--- src/rtl/mdu_sequencer.sv ---
// Purpose: multi-cycle M-extension sequencer (iterative shift-add multiply, restoring divide, sign fix-up).
// Latency: start at T -> done at T+XLEN+2; divide-by-zero/overflow (and multiply with MDU_FAST_MUL_EN) at T+2.
// Backpressure: ready only in IDLE; start while busy is ignored; kill aborts to IDLE without a done pulse.
module mdu_sequencer #(
    parameter int XLEN = 32
) (
    input  logic            clk,
    input  logic            rst_n,
    input  logic            start,
    input  logic [2:0]      funct3,
    input  logic [XLEN-1:0] rs1_val,
    input  logic [XLEN-1:0] rs2_val,
    input  logic            kill,
    output logic            ready,
    output logic            busy,
    output logic            done,
    output logic [XLEN-1:0] result
);
    localparam int CW = $clog2(XLEN);

    typedef enum logic [1:0] {S_IDLE, S_ITER, S_FIX, S_DONE} state_t;

    state_t              state, state_nxt;
    logic [2:0]          op;
    logic [XLEN-1:0]     a_abs, b_abs;
    logic                a_neg, b_neg;
    logic                special;      // result already final in acc; skip sign fix-up
    logic [2*XLEN-1:0]   acc;          // multiply: {partial, multiplier}; divide: {remainder, quotient}
    logic [CW-1:0]       count;

    // Incoming operand decode
    logic            a_sgn, b_sgn, rs1_neg, rs2_neg, div_zero, div_ovf, fast_mul;
    logic [XLEN-1:0] rs1_abs, rs2_abs;
    logic [2*XLEN-1:0] fast_prod;

    assign a_sgn    = (funct3 == 3'b001) || (funct3 == 3'b010) || (funct3 == 3'b100) || (funct3 == 3'b110);
    assign b_sgn    = (funct3 == 3'b001) || (funct3 == 3'b100) || (funct3 == 3'b110);
    assign rs1_neg  = a_sgn & rs1_val[XLEN-1];
    assign rs2_neg  = b_sgn & rs2_val[XLEN-1];
    assign rs1_abs  = rs1_neg ? (~rs1_val + 1'b1) : rs1_val;
    assign rs2_abs  = rs2_neg ? (~rs2_val + 1'b1) : rs2_val;
    assign div_zero = funct3[2] && (rs2_val == '0);
    assign div_ovf  = funct3[2] && !funct3[0] && (rs1_val == {1'b1, {(XLEN-1){1'b0}}}) && (&rs2_val);

`ifdef MDU_FAST_MUL_EN
    // Low 2*XLEN bits of the product of sign-extended operands equal the exact signed (XLEN+1)x(XLEN+1) product.
    logic [XLEN:0] fa, fb;
    assign fa        = {rs1_neg, rs1_val};
    assign fb        = {rs2_neg, rs2_val};
    assign fast_mul  = ~funct3[2];
    assign fast_prod = {{(XLEN-1){fa[XLEN]}}, fa} * {{(XLEN-1){fb[XLEN]}}, fb};
`else
    assign fast_mul  = 1'b0;
    assign fast_prod = '0;
`endif

    // One iteration step of each algorithm
    logic [XLEN:0]     mul_sum, rem_sh, rem_diff;
    logic [2*XLEN-1:0] mul_nxt, div_nxt;

    assign mul_sum  = {1'b0, acc[2*XLEN-1:XLEN]} + (acc[0] ? {1'b0, a_abs} : '0);
    assign mul_nxt  = {mul_sum, acc[XLEN-1:1]};
    assign rem_sh   = acc[2*XLEN-1:XLEN-1];
    assign rem_diff = rem_sh - {1'b0, b_abs};
    assign div_nxt  = rem_diff[XLEN] ? {rem_sh[XLEN-1:0], acc[XLEN-2:0], 1'b0}
                                     : {rem_diff[XLEN-1:0], acc[XLEN-2:0], 1'b1};

    // Sign correction and result selection
    logic [2*XLEN-1:0] prod_c;
    logic [XLEN-1:0]   quo_c, rem_c, fix_val;

    assign prod_c = (!special && (a_neg ^ b_neg)) ? (~acc + 1'b1) : acc;
    assign quo_c  = (!special && (a_neg ^ b_neg)) ? (~acc[XLEN-1:0] + 1'b1) : acc[XLEN-1:0];
    assign rem_c  = (!special && a_neg) ? (~acc[2*XLEN-1:XLEN] + 1'b1) : acc[2*XLEN-1:XLEN];

    // Select the architectural result for the latched op
    always_comb begin
        fix_val = rem_c;
        case (op)
            3'b000:                 fix_val = prod_c[XLEN-1:0];
            3'b001, 3'b010, 3'b011: fix_val = prod_c[2*XLEN-1:XLEN];
            3'b100, 3'b101:         fix_val = quo_c;
            default:                fix_val = rem_c;
        endcase
    end

    // State register
    always_ff @(posedge clk or negedge rst_n) begin
        if (!rst_n) state <= S_IDLE;
        else        state <= state_nxt;
    end

    // Next-state logic; kill wins over everything
    always_comb begin
        state_nxt = state;
        if (kill) begin
            state_nxt = S_IDLE;
        end else begin
            case (state)
                S_IDLE: if (start) state_nxt = (div_zero || div_ovf || fast_mul) ? S_FIX : S_ITER;
                S_ITER: if (count == CW'(XLEN-1)) state_nxt = S_FIX;
                S_FIX:  state_nxt = S_DONE;
                default: state_nxt = S_IDLE;
            endcase
        end
    end

    // Handshake outputs; kill in the DONE cycle masks the pulse
    always_comb begin
        ready = (state == S_IDLE);
        busy  = (state != S_IDLE);
        done  = (state == S_DONE) && !kill;
    end

    // Datapath: latch on accept, iterate in ITER, register result in FIX
    always_ff @(posedge clk or negedge rst_n) begin
        if (!rst_n) begin
            op      <= '0;
            a_abs   <= '0;
            b_abs   <= '0;
            a_neg   <= 1'b0;
            b_neg   <= 1'b0;
            special <= 1'b0;
            acc     <= '0;
            count   <= '0;
            result  <= '0;
        end else begin
            case (state)
                S_IDLE: if (start && !kill) begin
                    op      <= funct3;
                    a_abs   <= rs1_abs;
                    b_abs   <= rs2_abs;
                    a_neg   <= rs1_neg;
                    b_neg   <= rs2_neg;
                    count   <= '0;
                    special <= div_zero || div_ovf || fast_mul;
                    if (div_zero)       acc <= {rs1_val, {XLEN{1'b1}}};
                    else if (div_ovf)   acc <= {{XLEN{1'b0}}, 1'b1, {(XLEN-1){1'b0}}};
                    else if (fast_mul)  acc <= fast_prod;
                    else if (funct3[2]) acc <= {{XLEN{1'b0}}, rs1_abs};
                    else                acc <= {{XLEN{1'b0}}, rs2_abs};
                end
                S_ITER: begin
                    acc   <= op[2] ? div_nxt : mul_nxt;
                    count <= (count == CW'(XLEN-1)) ? count : count + 1'b1;
                end
                S_FIX: if (!kill) result <= fix_val;
                default: ;
            endcase
        end
    end
endmodule
--- config.mk ---
export PLATFORM = sky130hd
export DESIGN_NAME = mdu_sequencer
export DESIGN_NICKNAME = d
export VERILOG_FILES = /design/src/rtl/mdu_sequencer.sv
export SDC_FILE = /design/constraint.sdc
export NUM_CORES = 1
export LEC_CHECK = 0
export BUFFER_PORTS_ARGS = -buffer_cell sky130_fd_sc_hd__buf_2
export CELL_PAD_IN_SITES_DETAIL_PLACEMENT = 1
export CELL_PAD_IN_SITES_GLOBAL_PLACEMENT = 1
export CORE_MARGIN = 3
export CORE_UTILIZATION = 47
export CTS_CLUSTER_DIAMETER = 60
export DETAILED_ROUTE_END_ITERATION = 6
export PLACE_DENSITY = 0.81
export SYNTH_ARGS = -nofsm -noshare
export SYNTH_HDL_FRONTEND = slang
export SYNTH_SLANG_ARGS = --single-unit
export TNS_END_PERCENT = 50
--- constraint.sdc ---
create_clock -name clk -period 4.9 [get_ports clk]
set_input_delay 0.98 -clock clk [delete_from_list [all_inputs] [get_ports clk]]
set_output_delay 0.98 -clock clk [all_outputs]
set_load 0.01 [all_outputs]
# Yosys cells after proc, flatten, opt, wreduce, memory -nomap -nowiden
# Cells that the tools add are included.
[totals]
ff_bits = 173
out_inout_bits = 35
elab_cells = 97
[op_classes]
n_addsub = 8
n_eq_ne = 18
n_mux = 22
bitwise = 9
reduce_logical = 30
[ops]
columns = ["operator", "count"]
rows = [
  ["64-bit two-way mux", 5],
  ["32-bit two-way mux", 7],
  ["32-bit by 1-bit adder with 32-bit output (second input constant)", 4],
  ["32-bit inverter", 4],
  ["64-bit one-hot mux with 2 select lines", 1],
  ["32-bit one-hot mux with 3 select lines", 1],
  ["64-bit by 1-bit adder with 64-bit output (second input constant)", 1],
  ["64-bit inverter", 1],
  ["32-bit by 32-bit adder with 33-bit output", 1],
  ["33-bit by 32-bit subtractor with 33-bit output", 1],
  ["32-bit equality test (second input constant)", 1],
  ["32-bit zero test", 1],
  ["32-bit AND reduction", 1],
  ["3-bit equality test (second input constant)", 4],
  ["5-bit two-way mux", 2],
  ["5-bit one-hot mux with 2 select lines", 1],
  ["3-bit by 2-bit equality test with 1-bit output (second input constant)", 3],
  ["1-bit logical AND", 8],
  ["2-bit two-way mux", 4],
  ["2-bit AND reduction", 4],
  ["3-bit by 1-bit equality test with 1-bit output (second input constant)", 2],
  ["1-bit logical OR", 6],
  ["3-bit inequality test (second input constant)", 2],
  ["2-bit one-hot mux with 3 select lines", 1],
  ["16 further kinds", 21],
]

# Logic depth before layout (Yosys ltp)
[logic_depth]
depth_word = 11
depth_mapped = 15

# Worst setup path before layout
# No wires, ideal clock.
[synth_path]
path_kind = "input to register"
from = "in rs1_val[5]"
to = "reg acc[26]"
arrival_ns = 3.854
t_required_ns = 4.836
slack_ns = 0.982
path_stages = 11
path_buffers = 1
path_cell_list = "nor4_1 > nor2b_1 > nand3_1 > or4b_1 > or4_1 > clkbuf_1 > o31ai_1 > xor2_1 > mux2_2 > a221oi_1 > a21o_1"
[synth_via]
elab_chain_cells = 8
word_cells_on_any_way = 11
classes_between = "1 x add/sub; 1 x eq/ne; 6 x mux; 1 x bitwise; 2 x reduce/logical"
[synth_lines]
columns = ["element", "line", "rtl"]
rows = [
  ["start: declaration", "11", "input logic [XLEN-1:0] rs1_val,"],
  ["32-bit inverter", "40", "assign rs1_abs = rs1_neg ? (~rs1_val + 1'b1) : rs1_val;"],
  ["32-bit by 1-bit adder with 32-bit output", "40", ""],
  ["32-bit two-way mux", "40", ""],
  ["32-bit two-way mux", "140", "else if (funct3[2]) acc <= {{XLEN{1'b0}}, rs1_abs};"],
  ["32-bit two-way mux (*)", "138", "else if (div_ovf) acc <= {{XLEN{1'b0}}, 1'b1, {(XLEN-1){1'b0}}};"],
  ["64-bit two-way mux (*)", "137", "if (div_zero) acc <= {rs1_val, {XLEN{1'b1}}};"],
  ["64-bit two-way mux (*)", "129", "S_IDLE: if (start && !kill) begin"],
  ["64-bit one-hot mux with 2 select lines (*)", "128", "case (state)"],
  ["end signal: assignment", "137", ""],
  ["end signal: assignment", "138", ""],
  ["end signal: assignment", "139", "else if (fast_mul) acc <= fast_prod;"],
  ["end: declaration", "28", "logic [2*XLEN-1:0] acc;"],
]
# Mark *: on every way between the ends. The rest lies on a longest branch, timed or not. The select of a mux whose other input is x is not followed.
# A chain may end at the register's enable or synchronous reset.

# Worst setup path after layout
[layout_path]
from = "reg acc[32]"
to = "reg acc[36]"
[layout_via]
elab_chain_cells = 4
word_cells_on_any_way = 5
classes_between = "2 x add/sub; 3 x mux"
[layout_lines]
columns = ["element", "line", "rtl"]
rows = [
  ["33-bit by 32-bit subtractor with 33-bit output", "64", "assign rem_diff = rem_sh - {1'b0, b_abs};"],
  ["64-bit two-way mux", "65", "assign div_nxt = rem_diff[XLEN] ? {rem_sh[XLEN-1:0], acc[XLEN-2:0], 1'b0}"],
  ["64-bit two-way mux (*)", "144", "acc <= op[2] ? div_nxt : mul_nxt;"],
  ["64-bit one-hot mux with 2 select lines (*)", "128", ""],
]
# Mark *: on every way between the ends. The rest lies on a longest branch, timed or not.

==> impl_metrics.csv <==
group,metric,value,unit
run_status,outcome,"complete, no violations",
clocking,cts_buffers,17,
grt,grt_pass1_wl,96100,um
clocking,postCtsHoldBufs,0,
yosys,synth_top_area_frac,0.279,
pwr,seqPwrFrac,0.198,
flow_run,drv_cap,0,
worst_setup_path,cp-start-kind,"register",
yosys,synth_cell_type_count,83,
yosys,synth_most_common_cell,"nand2_1",
placement,post-place-ws,0.419,ns
timing,slew_headroom,0.0897,
layout,nets,2176,
worst_setup_path,critPathKind,"register to register",
die,coreArea,32000,um2
pwr,power.density,821,nW/um2
worst_setup_path,r2r-start,"acc[32]$_DFFE_PN0P_",
worst_setup_path,reg2reg_depth,13,
layout,n_fill_cell,4006,
timing,tns,0,ns
pwr,p_sw,7.46,mW
detailed_routing,drc,0,
layout,area_delta_synth_final,10.3,%
placement,post-dp-hpwl,48400,um
yosys,synth_seq_cells,173,
clocking,cts.sinks,173,
pwr,swShare,0.531,
clocking,cts_tree,"yes",
yosys,synth-edff-count,0,
yosys,synth_area_leaders,"dfrtp_1 (28%), o21ai_0 (6.6%), ha_1 (6.1%)",
worst_setup_path,cpMostUsedCell,"o21ai_0",
pwr,p_int,6.58,mW
pwr,power_leakage,7.51,nW
detailed_routing,drt-total-wl,63000,um
worst_setup_path,reg2reg_to,"acc[36]$_DFFE_PN0P_",
worst_setup_path,timing.critical_path.cells,"inv_1, fa_1, nor2b_1, o31a_1, o211a_1, o211ai_1, nand2_1, a41oi_1, xnor2_2, buf_4, o21ai_0, o21ai_0, a211oi_1",
clocking,cts_buffer_depth,2,
layout,multi_input_area,10500,um2
timing,finClkSkew,0.0182,ns
worst_setup_path,slowest_delay,1.07,ns
pwr,combinationalPowerShare,0.703,
timing,fin_crit_sh,0.906,
placement,io_buffers,105,
die,dieArea,35200,um2
detailed_routing,drt_pre_antenna_iters,5,
pwr,vdd_ir_drop_max,411,uV
yosys,syn_nets,2129,
grt,grt_pass1_vias,16200,
yosys,ys_seq_area_frac,0.279,
timing,tightest_slew,1.36,ns
die,initial_utilization,0.484,
detailed_routing,vias,16300,
layout,drive_above_1_share,0.118,
worst_setup_path,rrSetupSlack,0.46,ns
timing,finalHoldViolations,0,
hold_path,holdCritStartpoint,"a_abs[25]$_DFFE_PN0P_",
clocking,cts_root_buf,"clkbuf_16",
die,ios,106,
yosys,synthesis.area,15500,um2
worst_setup_path,crit_path_max_fanout,14,
detailed_routing,vias_per_cell,6.58,
detailed_routing,routedWlPerCell,25.4,um
hold_path,hold-path-endpoint,"a_abs[25]$_DFFE_PN0P_",
timing,rsz0062_at_grt,"no",
yosys,yosys_most_used_dff,"dfrtp_1",
grt,grtUsageTotal,0.350,
clocking,clock_latency,0.47,ns
timing,max_freq,225,MHz
timing,layout_setup_ws,0.462,ns
yosys,synthArstFlopShare,1.00,
yosys,yosys_warnings,0,
timing,setup_viol,0,
detailed_routing,drtIter0Drc,1710,
grt,antenna_found_initial,2,
yosys,yosysTopAreaCell,"dfrtp_1",
die,fp.dieW,188,um
timing,slew_viol_final,0,
hold_path,hp-class,"register to register",
yosys,synth_common_cells,"nand2_1 (213), o21ai_0 (206), a21oi_1 (189)",
pwr,p_total,14.0,mW
worst_setup_path,arrival,4.73,ns
grt,grt_max_degree,81,
clocking,cts.clk_slew.worst_paths,0.09,ns
clocking,cts_resized,0,
layout,register_area,4330,um2
die,die_h,188,um
worst_setup_path,cp_slowest_cell,"xnor2_2",
detailed_routing,drtAntennaViolNets,0,
die,rows,65,
hold_path,min_delay_path_depth,2,
grt,grt-ovfl-total,0,
yosys,netlist_instances,1980,
worst_setup_path,worstPathRequired,5.20,ns
clocking,htree_levels,4,
clocking,postCtsSetupBuffers,0,
placement,place.gp.congestion,1.01,
pwr,p_clk_frac,0.099,
yosys,avgSynthCellArea,7.84,um2
worst_setup_path,crit_path_end_kind,"register",
timing,period_minus_slack,4.44,ns
layer usage:
metal  wire length [um]  global-route usage
met1              26500               0.472
met2              27600               0.538
met3               5300              0.0636
met4               3560               0.178
met5                  0                   0
critical path, delay by kind of cell, from the launching register on:
kind	cells	cell delay (ns)
xor gates and xnor gates	1	1.07
adders and majority gates	1	0.46
and+or+nand+nor	2	0.36
AOI/OAI and AO/OA	7	1.31
DFF	1	0.52
buffers and inverters	2	0.52
worst max path at each step:
stage	from	to	slack, ns	depth (start not counted)
after floorplan	rs1_val[5]	acc[26]$_DFFE_PN0P_	0.98	11
after global placement	rs1_val[5]	acc[1]$_DFFE_PN0P_	0.51	11
after detailed placement	rs1_val[5]	acc[3]$_DFFE_PN0P_	0.42	10
after CTS	acc[0]$_DFFE_PN0P_	acc[57]$_DFFE_PN0P_	0.68	13
after global routing	acc[32]$_DFFE_PN0P_	acc[53]$_DFFE_PN0P_	0.23	13
final	acc[32]$_DFFE_PN0P_	acc[36]$_DFFE_PN0P_	0.46	13
layout by cell type (no fill, tap or decap), types with 43 or more instances in the layout:
master / synthesis / layout
a21o_1: 43 / 43
a21oi_1: 189 / 189
o21ai_0: 206 / 206
mux2i_1: 62 / 62
nor2_1: 140 / 140
xnor2_1: 107 / 106
dfrtp_1: 173 / 172
ha_1: 76 / 75
nand2_1: 213 / 213
inv_1: 60 / 60
buf_4: 0 / 58
xor2_1: 90 / 90
buf_2: 1 / 104
cells by family (layout without fill, tap and decap cells):
| group | after synthesis | in the layout | synth area share |
|---|---|---|---|
| compound gates | 659 | 659 | 0.261 |
| simple gates | 599 | 599 | 0.186 |
| xor+xnor | 197 | 197 | 0.111 |
| buf+inv | 196 | 256 | 0.0481 |
| flops | 173 | 173 | 0.279 |
| fa+ha+maj | 78 | 78 | 0.0639 |
| mux | 78 | 78 | 0.0516 |
| other cells | 0 | 1 | 0 |
through the flow:
stage	hold slack, ns	area, um2	cells	util
2_1_floorplan	0.442	15500	1980	-
3_3_place_gp	0.454	16600	2443	0.517
3_5_place_dp	0.463	16600	2443	0.517
4_1_cts	0.480	17100	2475	0.534
5_1_grt	0.510	17100	2475	0.534
6_report	0.477	17100	2476	0.534
cell type report:
cell class | instances | area share
clock inverters | 15 | 0.00826
flip-flops and latches | 173 | 0.253
inverters | 61 | 0.0134
multi-input cells | 1611 | 0.612
well taps | 435 | 0.0318
clock buffers | 17 | 0.0248
diodes | 1 | 0.000146
repair buffers | 163 | 0.0565
power groups by stage:
stage	combinational, mW	clock, mW	sequential [mW]
final	9.88	1.39	2.78
after global routing	10.7	1.45	2.87
after CTS	9.63	1.40	2.77
after detailed placement	9.52	0	2.79
after global placement	9.13	0	2.75
after floorplan	6.78	0	2.56
registers in the layout, indices dropped and copies added (netlist names):
register / cells
a_neg: 1
result: 32
special: 1
b_abs: 32
state: 2
count: 5
b_neg: 1
op: 3
acc: 64
a_abs: 32
Power figures use the tool's default switching activity.
